[config.mk]
export PLATFORM = sky130hd
export DESIGN_NAME = reg_cmd_bridge
export DESIGN_NICKNAME = d
export VERILOG_FILES = /design/src/rtl/reg_cmd_bridge.sv
export SDC_FILE = /design/constraint.sdc
export NUM_CORES = 1
export LEC_CHECK = 0
export ABC_AREA = 1
export CAP_MARGIN = 15
export CORE_ASPECT_RATIO = 1.2
export CORE_UTILIZATION = 25
export CTS_CLUSTER_SIZE = 16
export DETAILED_ROUTE_END_ITERATION = 10
export DONT_BUFFER_PORTS = 1
export GPL_TIMING_DRIVEN = 0
export PLACE_DENSITY = 0.4
export SYNTH_ARGS = -nofsm -noshare
export SYNTH_HDL_FRONTEND = slang
export SYNTH_SLANG_ARGS = --single-unit
[constraint.sdc]
create_clock -name clk -period 1.1 [get_ports clk]
set_clock_uncertainty 0.05 [all_clocks]
set_input_delay 0.22 -clock clk [delete_from_list [all_inputs] [get_ports clk]]
set_output_delay 0.22 -clock clk [all_outputs]
set_load 0.01 [all_outputs]
[src/rtl/reg_cmd_bridge.sv]
// Byte-stream command decoder driving a register file's re/we/addr/wdata port; reads return on a valid/ready stream.
// Optional CMD_TIMEOUT_EN: abandons a write whose data byte does not arrive within TIMEOUT_CYC cycles.
module reg_cmd_bridge #(
  parameter int ADDR_W      = 4,
  parameter int DATA_W      = 8,
  parameter int TIMEOUT_CYC = 255
) (
  input  logic              clk,
  input  logic              rst_n,
  input  logic              cmd_valid,
  output logic              cmd_ready,
  input  logic [DATA_W-1:0] cmd_data,
  output logic              rsp_valid,
  input  logic              rsp_ready,
  output logic [DATA_W-1:0] rsp_data,
  output logic              reg_we,
  output logic              reg_re,
  output logic [ADDR_W-1:0] reg_addr,
  output logic [DATA_W-1:0] reg_wdata,
  input  logic [DATA_W-1:0] reg_rdata,
  output logic              busy,
  output logic              timeout
);

  typedef enum logic [2:0] {IDLE, GET_DATA, WRITE, READ, RESP} state_t;

  state_t state, state_nxt;
  logic   xfer;
  logic   to_hit;

  assign xfer = cmd_valid && cmd_ready;

`ifdef CMD_TIMEOUT_EN
  localparam int CNT_W = $clog2(TIMEOUT_CYC + 1);
  logic [CNT_W-1:0] to_cnt;

  // Held at zero in IDLE so every entry into GET_DATA starts a fresh count.
  always_ff @(posedge clk or negedge rst_n) begin
    if (!rst_n) begin
      to_cnt <= '0;
    end else if (state != GET_DATA) begin
      to_cnt <= '0;
    end else if (!xfer && !to_hit) begin
      to_cnt <= to_cnt + CNT_W'(1);
    end
  end

  assign to_hit = (state == GET_DATA) && (to_cnt == CNT_W'(TIMEOUT_CYC));
`else
  assign to_hit = 1'b0;
`endif

  assign timeout = to_hit;
  assign busy    = (state != IDLE);

  always_ff @(posedge clk or negedge rst_n) begin
    if (!rst_n) state <= IDLE;
    else        state <= state_nxt;
  end

  always_comb begin
    state_nxt = state;
    cmd_ready = 1'b0;
    reg_we    = 1'b0;
    reg_re    = 1'b0;
    rsp_valid = 1'b0;
    case (state)
      IDLE: begin
        cmd_ready = 1'b1;
        if (cmd_valid) state_nxt = cmd_data[DATA_W-1] ? GET_DATA : READ;
      end
      GET_DATA: begin
        // An expiring timeout refuses the byte so abort and accept never coincide.
        if (to_hit) begin
          state_nxt = IDLE;
        end else begin
          cmd_ready = 1'b1;
          if (cmd_valid) state_nxt = WRITE;
        end
      end
      WRITE: begin
        reg_we    = 1'b1;
        state_nxt = IDLE;
      end
      READ: begin
        reg_re    = 1'b1;
        state_nxt = RESP;
      end
      RESP: begin
        rsp_valid = 1'b1;
        if (rsp_ready) state_nxt = IDLE;
      end
      default: state_nxt = IDLE;
    endcase
  end

  always_ff @(posedge clk or negedge rst_n) begin
    if (!rst_n) begin
      reg_addr  <= '0;
      reg_wdata <= '0;
      rsp_data  <= '0;
    end else begin
      if (state == IDLE && xfer)     reg_addr  <= cmd_data[ADDR_W-1:0];
      if (state == GET_DATA && xfer) reg_wdata <= cmd_data;
      if (state == READ)             rsp_data  <= reg_rdata;
    end
  end

endmodule

==> out/metrics.yaml, run 1 <==
setup_tns_ns: -3.37
p_per_area_nw_per_um2: 2920
floorplan.initialDensity: 0.266
synth-seq-area-share: 0.582
required_ns: 0.83
rows: 24
yosysWarnings: 0
drt_wl_cell_um: 13.0
antennaDiodeCount: 0
design.final.nets: 149
global_route_wire_length_before_repair_um: 3390
combined_buffer_and_inverter_count_along_the_critical_path: 2
wl_met3_um: 218
syn_avg_cell_area_um2: 9.00
worst_setup_hold_path_clk_slew_ns: 0.08
worst_path_cell_trace: "buf_4, inv_2, nand2_4"
critical_path.max_stage_delay_ns: 0.43
rsz0062_at_grt: "true"
utilization: 0.345
min_path_type: "in -> reg"
layout-drive-gt1-share: 0.289
synthToLayoutAreaGrowth_pct: 29.8
gr-usage-all-layers: 0.110
drt_first_iter_violations: 16
status: "finished, violations left"
setup.worst_path.end_class: "primary output"
critical-path-top-delay-family: "flip-flops"
post-route-drc-count: 0
core_region_area_um2: 3720
cp-start-kind: "flip-flop"
num_io_pins: 46
pre_cts_ws_ns: -0.155
synthesis.instances: 110
post_drt_via_cell_ratio: 4.49
drt_wl_total_um: 2330
clock.fmax_mhz: 749
cts_max_path_bufs: 2
die_h_um: 70.9
report.final.setup_viol: 26
ctsHtreeMaxLevel: 1
grt_antenna_before_repair: 0
worstSkewPairLatency_ns: 0.25
vdd_ir_drop_max_mv: 0.932
crit_type: "reg -> out"
grt_overflow: 0
timing_max_transition_violations_final: 0
dp.final_hpwl_um: 1570
finalHoldViolations: 0
cts_tree: "done"
violated_checks: "setup timing"
fp.dieArea_um2: 4220
synth-seq-cells: 23
static-leakage-power_nw: 0.650
clock-sinks: 23
worst_path_max_delay_cell: "dfrtp_2"
ys_types: 17
fin_worst_hold_slack_ns: 0.0199
antenna_left: 0
crit_path_max_fanout: 7
grt_max_degree: 24
synthesis.nets: 130
gp_congestion: 0.681
clockRootBuffer: "clkbuf_8"
cts_made_buffers: 3
port-buffer-count: 0
routed-via-count: 808
arrival_ns: 1.07
grt_pass1_vias: 734
final_min_period_ns: 1.34
m1WireLength_um: 887
combined_area_of_all_synthesized_cells_um2: 990
die-width_um: 59.4
first_pass_iters: 4
met2_routed_wirelength_um: 1210
timing.max_cap.violations: 0
min_period_over_period: 1.21
route.top_layer_used: "met4"
finalWorstSetupSlack_ns: -0.235
==> logic make-up after synthesis <==
| logic type | Yosys count | share of synthesized area |
|---|---|---|
| AO/OA/AOI/OAI | 2 | 0.0101 |
| buffers and inverters | 10 | 0.0569 |
| flip-flops | 23 | 0.582 |
| other | 1 | 0.00379 |
| AND/OR/NAND/NOR | 74 | 0.348 |
==> sequential cells by signal, indices dropped and copies added (netlist names) <==
| signal | count |
|---|---|
| reg_wdata | 8 |
| rsp_data | 8 |
| reg_addr | 4 |
| state | 3 |
==> per-layer routing <==
| metal | GRT usage | vias up |
|---|---|---|
| met5 | 0 | - |
| met4 | 0.0397 | 0 |
| met3 | 0.0475 | 2 |
| met2 | 0.190 | 48 |
| met1 | 0.117 | 371 |
| li1 | - | 387 |
==> worst paths after layout <==
kind	from	end	slack (ns)	cells after the start
worst max-delay path	state[0]	busy	-0.24	3
max in group asynchronous	rst_n	state[0]	0.49	2
worst max register to register	state[1]	reg_wdata[3]	-0.16	6
min in group asynchronous	rst_n	reg_wdata[1]	0.35	2
worst min-delay path	reg_rdata[1]	rsp_data[1]	0.02	2
worst min register to register	reg_addr[1]	reg_addr[1]	0.49	2
==> power by group <==
part / switching (mW) / total (mW) / internal, mW
Sequential: 0.492 / 1.74 / 1.25
Clock: 0.247 / 0.505 / 0.258
Combinational: 0.838 / 1.51 / 0.671
Total: 1.58 / 3.76 / 2.18
==> cell usage in the layout, fill, tap and decap left out, drive strengths merged <==
master       instances
o21ai                2
clkbuf               4
dlygate4sd3          1
dfrtp               23
clkinv               1
nor2                 4
inv                  6
nor3                 1
nand3                4
nand4               12
buf                 16
nand2               53
conb                 1
==> repair_timing <==
item / in CTS / in global routing
endpoints found under the setup margin: 27 / 28
resized for setup: 10 / 10
gates cloned: 2 / 1
setup buffers: 8 / 3
endpoints found under the hold margin: 23 / 23
pin swaps: 3 / 3
==> per-stage QoR <==
stage | power, mW | instances | cell area [µm²]
after floorplan | 2.55 | 110 | 1000
after global placement | 2.78 | 162 | 1070
after detailed placement | 2.80 | 162 | 1070
after CTS | 3.71 | 176 | 1220
after global routing | 4.07 | 180 | 1280
final | 3.76 | 180 | 1280
==> area by class of cell <==
class | count | area, µm²
clock buffer | 4 | 45.0
tap | 52 | 65.1
sequential | 23 | 578
multi-input combinational | 77 | 407
timing repair buffer | 13 | 124
buffer | 4 | 35.0
fill | 414 | 2440
timing repair inverter | 1 | 3.75
inverter | 6 | 27.5
==> synthesized netlist by cell type <==
cell type / instances / area (µm²)
nand2_1: 53 / 199
dfrtp_1: 23 / 576
nand4_1: 12 / 75.1
inv_1: 4 / 15.0
nor2_1: 3 / 11.3
buf_4: 2 / 15.0
nand3_2: 2 / 20.0
o21ai_0: 2 / 10.0
buf_2: 1 / 5.00
buf_6: 1 / 11.3
conb_1: 1 / 3.75
inv_2: 1 / 3.75
inv_4: 1 / 6.26
nand3_1: 1 / 5.00
nand3_4: 1 / 17.5
nor2_4: 1 / 11.3
nor3_1: 1 / 5.00
No activity file was read; power rests on OpenSTA's default activity.
==> run 2, diff against run 1 <==
GPL_ROUTABILITY_DRIVEN = 0   (was default)
==> results of run 2 <==
Same layout as run 1: the final DEF is identical, and so are final timing and power.
==> run 3, diff against run 2 <==
CAP_MARGIN = 20   (was 15)
HOLD_SLACK_MARGIN = 0.12   (was default)
PLACE_DENSITY = default   (was 0.4)
PLACE_DENSITY_LB_ADDON = 0.08   (was default)
==> out/metrics.yaml, run 3 (synthesis results as in run 1) <==
final_min_period_ns: 1.32  # -0.0125 ns
num_io_pins: 46  # unchanged
p_per_area_nw_per_um2: 2670  # -8.5%
drt_wl_cell_um: 13.3  # +2.5%
finalHoldViolations: 0  # unchanged
required_ns: 0.83  # about the same
global_route_wire_length_before_repair_um: 4060  # +20%
drt_first_iter_violations: 22  # +6
fp.dieArea_um2: 4220  # unchanged
cts_made_buffers: 3  # unchanged
setup.worst_path.end_class: "primary output"
cp-start-kind: "flip-flop"
core_region_area_um2: 3720  # unchanged
status: "finished, violations left"
antenna_left: 0  # unchanged
layout_common_cells: "43 x nand2_1, 21 x dfrtp_1, 19 x dlygate4sd3_1, 12 x nand4_1"
first_pass_iters: 3  # -1
timing_max_transition_violations_final: 0  # unchanged
die-width_um: 59.4  # unchanged
min_path_type: "in -> reg"
utilization: 0.404  # +0.0585
pre_cts_ws_ns: -0.143  # +0.0113 ns
mostFrequentLayoutCell: "nand2_1"
critical_path.max_stage_delay_ns: 0.44  # about the same
layout-drive-gt1-share: 0.293  # +0.00345
critical_path_depth: 3  # unchanged
grt_max_degree: 24  # unchanged
reg2reg_depth: 6  # unchanged
grt_antenna_before_repair: 0  # unchanged
post-route-drc-count: 0  # unchanged
rsz0062_at_grt: "true"
antennaDiodeCount: 0  # unchanged
clockRootBuffer: "clkbuf_8"
hold-path-cell-count: 3  # +1
dp.final_hpwl_um: 1560  # -0.57%
rows: 24  # unchanged
ctsHtreeMaxLevel: 1  # unchanged
timing.max_cap.violations: 0  # unchanged
critical-path-top-delay-family: "flip-flops"
static-leakage-power_nw: 0.735  # +13%
drt_wl_total_um: 2640  # +13%
grt_overflow: 0  # unchanged
min_period_over_period: 1.20  # -0.0113
total_power_mw: 4.02  # +7.0%
violated_checks: "setup timing"
arrival_ns: 1.05  # -0.02 ns
crit_path_max_fanout: 5  # -2
clock.fmax_mhz: 756  # +0.94%
finalWorstSetupSlack_ns: -0.223  # +0.0125 ns
cts_tree: "done"
worst_setup_hold_path_clk_slew_ns: 0.08  # about the same
report.final.setup_viol: 27  # +3.8%
worstSkewPairLatency_ns: 0.26  # about the same
dpl-instance-area_um2: 1070  # unchanged
stdcell_area_um2: 1500  # +17%
worst_path_cell_trace: "inv_2, nand3_4, clkinv_4"
port-buffer-count: 0  # unchanged
clock-sinks: 23  # unchanged
crit_type: "reg -> out"
synthToLayoutAreaGrowth_pct: 51.8
cts_max_path_bufs: 2  # unchanged
vdd_ir_drop_max_mv: 0.945  # +1.3%
routed-via-count: 885  # +9.5%
layoutNonFillerInstCount: 199  # +11%
placedCellCount: 162  # unchanged
top_regs: "reg_wdata (8), rsp_data (8), reg_addr (4)"
post_drt_via_cell_ratio: 4.45  # -0.93%
combined_buffer_and_inverter_count_along_the_critical_path: 2  # unchanged
gr-usage-all-layers: 0.130  # +0.0201
floorplan.initialDensity: 0.266  # unchanged
die_h_um: 70.9  # unchanged
worst_path_max_delay_cell: "dfrtp_1"
design.final.nets: 168  # +13%
grt_pass1_vias: 889  # +21%
-- run 3: cell types whose count changed in the layout (fill, tap and decap cells not counted), sizes merged --
| cell | change |
|---|---|
| dlygate4sd3 | +18 |
| buf | +1 |
| clkinv | +1 |
| inv | -1 |
-- run 3: cell type report --
| class | count | area [µm²] |
|---|---|---|
| Clock buffer | 4 | 45.0 |
| Buffer | 4 | 35.0 |
| Tap cell | 52 | 65.1 |
| Sequential cell | 23 | 578 |
| Timing Repair Buffer | 32 | 324 |
| Fill cell | 398 | 2220 |
| Timing Repair inverter | 1 | 5.00 |
| Inverter | 6 | 30.0 |
| Multi-Input combinational cell | 77 | 420 |
-- run 3: timing repair --
action / CTS / global route
buffers inserted: 10 / 1
gates resized for setup: 12 / 13
setup endpoints to repair: 27 / 28
hold endpoints to repair: 45 / 23
cloned: 1 / 1
pin swaps: 3 / 2
hold buffers: 18 / 2
-- run 3: power breakdown --
part | switching (mW) | total (mW) | internal [mW] | leakage (nW)
sequential | 0.499 | 1.75 | 1.25 | 0.284
combinational | 0.919 | 1.75 | 0.830 | 0.429
clock | 0.263 | 0.521 | 0.258 | 0.0228
-- run 3: worst paths after layout --
kind / slack (ns) / endpoint / start
worst max-delay path: -0.22 / reg_re / state[2]
worst min-delay path: 0.13 / state[1] / cmd_data[7]
worst max register to register: -0.14 / reg_wdata[2] / state[2]
worst min register to register: 0.49 / reg_wdata[4] / reg_wdata[4]
max in group asynchronous: 0.51 / state[1] / rst_n
min in group asynchronous: 0.34 / reg_wdata[7] / rst_n
-- run 3: worst register-to-register path, cell delays in order, from the launching register on --
cell     delay (ns)
dfrtp_1        0.44
nor2_4         0.15
buf_4          0.13
buf_6          0.12
nand3_4        0.12
nand2_1        0.08
nand2_1        0.04
-- run 3: per-layer routing --
| layer | vias up | GRT usage | routed length [µm] |
|---|---|---|---|
| met5 | - | 0 | 0 |
| met4 | 0 | 0.0476 | 45 |
| met3 | 4 | 0.0274 | 166 |
| met2 | 37 | 0.228 | 1400 |
| met1 | 415 | 0.152 | 1030 |
| li1 | 429 | - | - |
-- run 3: through the flow --
stage / hold WS (ns) / TNS (ns)
floorplan: -0.126 / -0.0526
global placement: -0.125 / -1.88
detailed placement: -0.125 / -1.95
CTS: -0.412 / -2.95
global route: 0.145 / -4.77
finish: 0.133 / -2.91
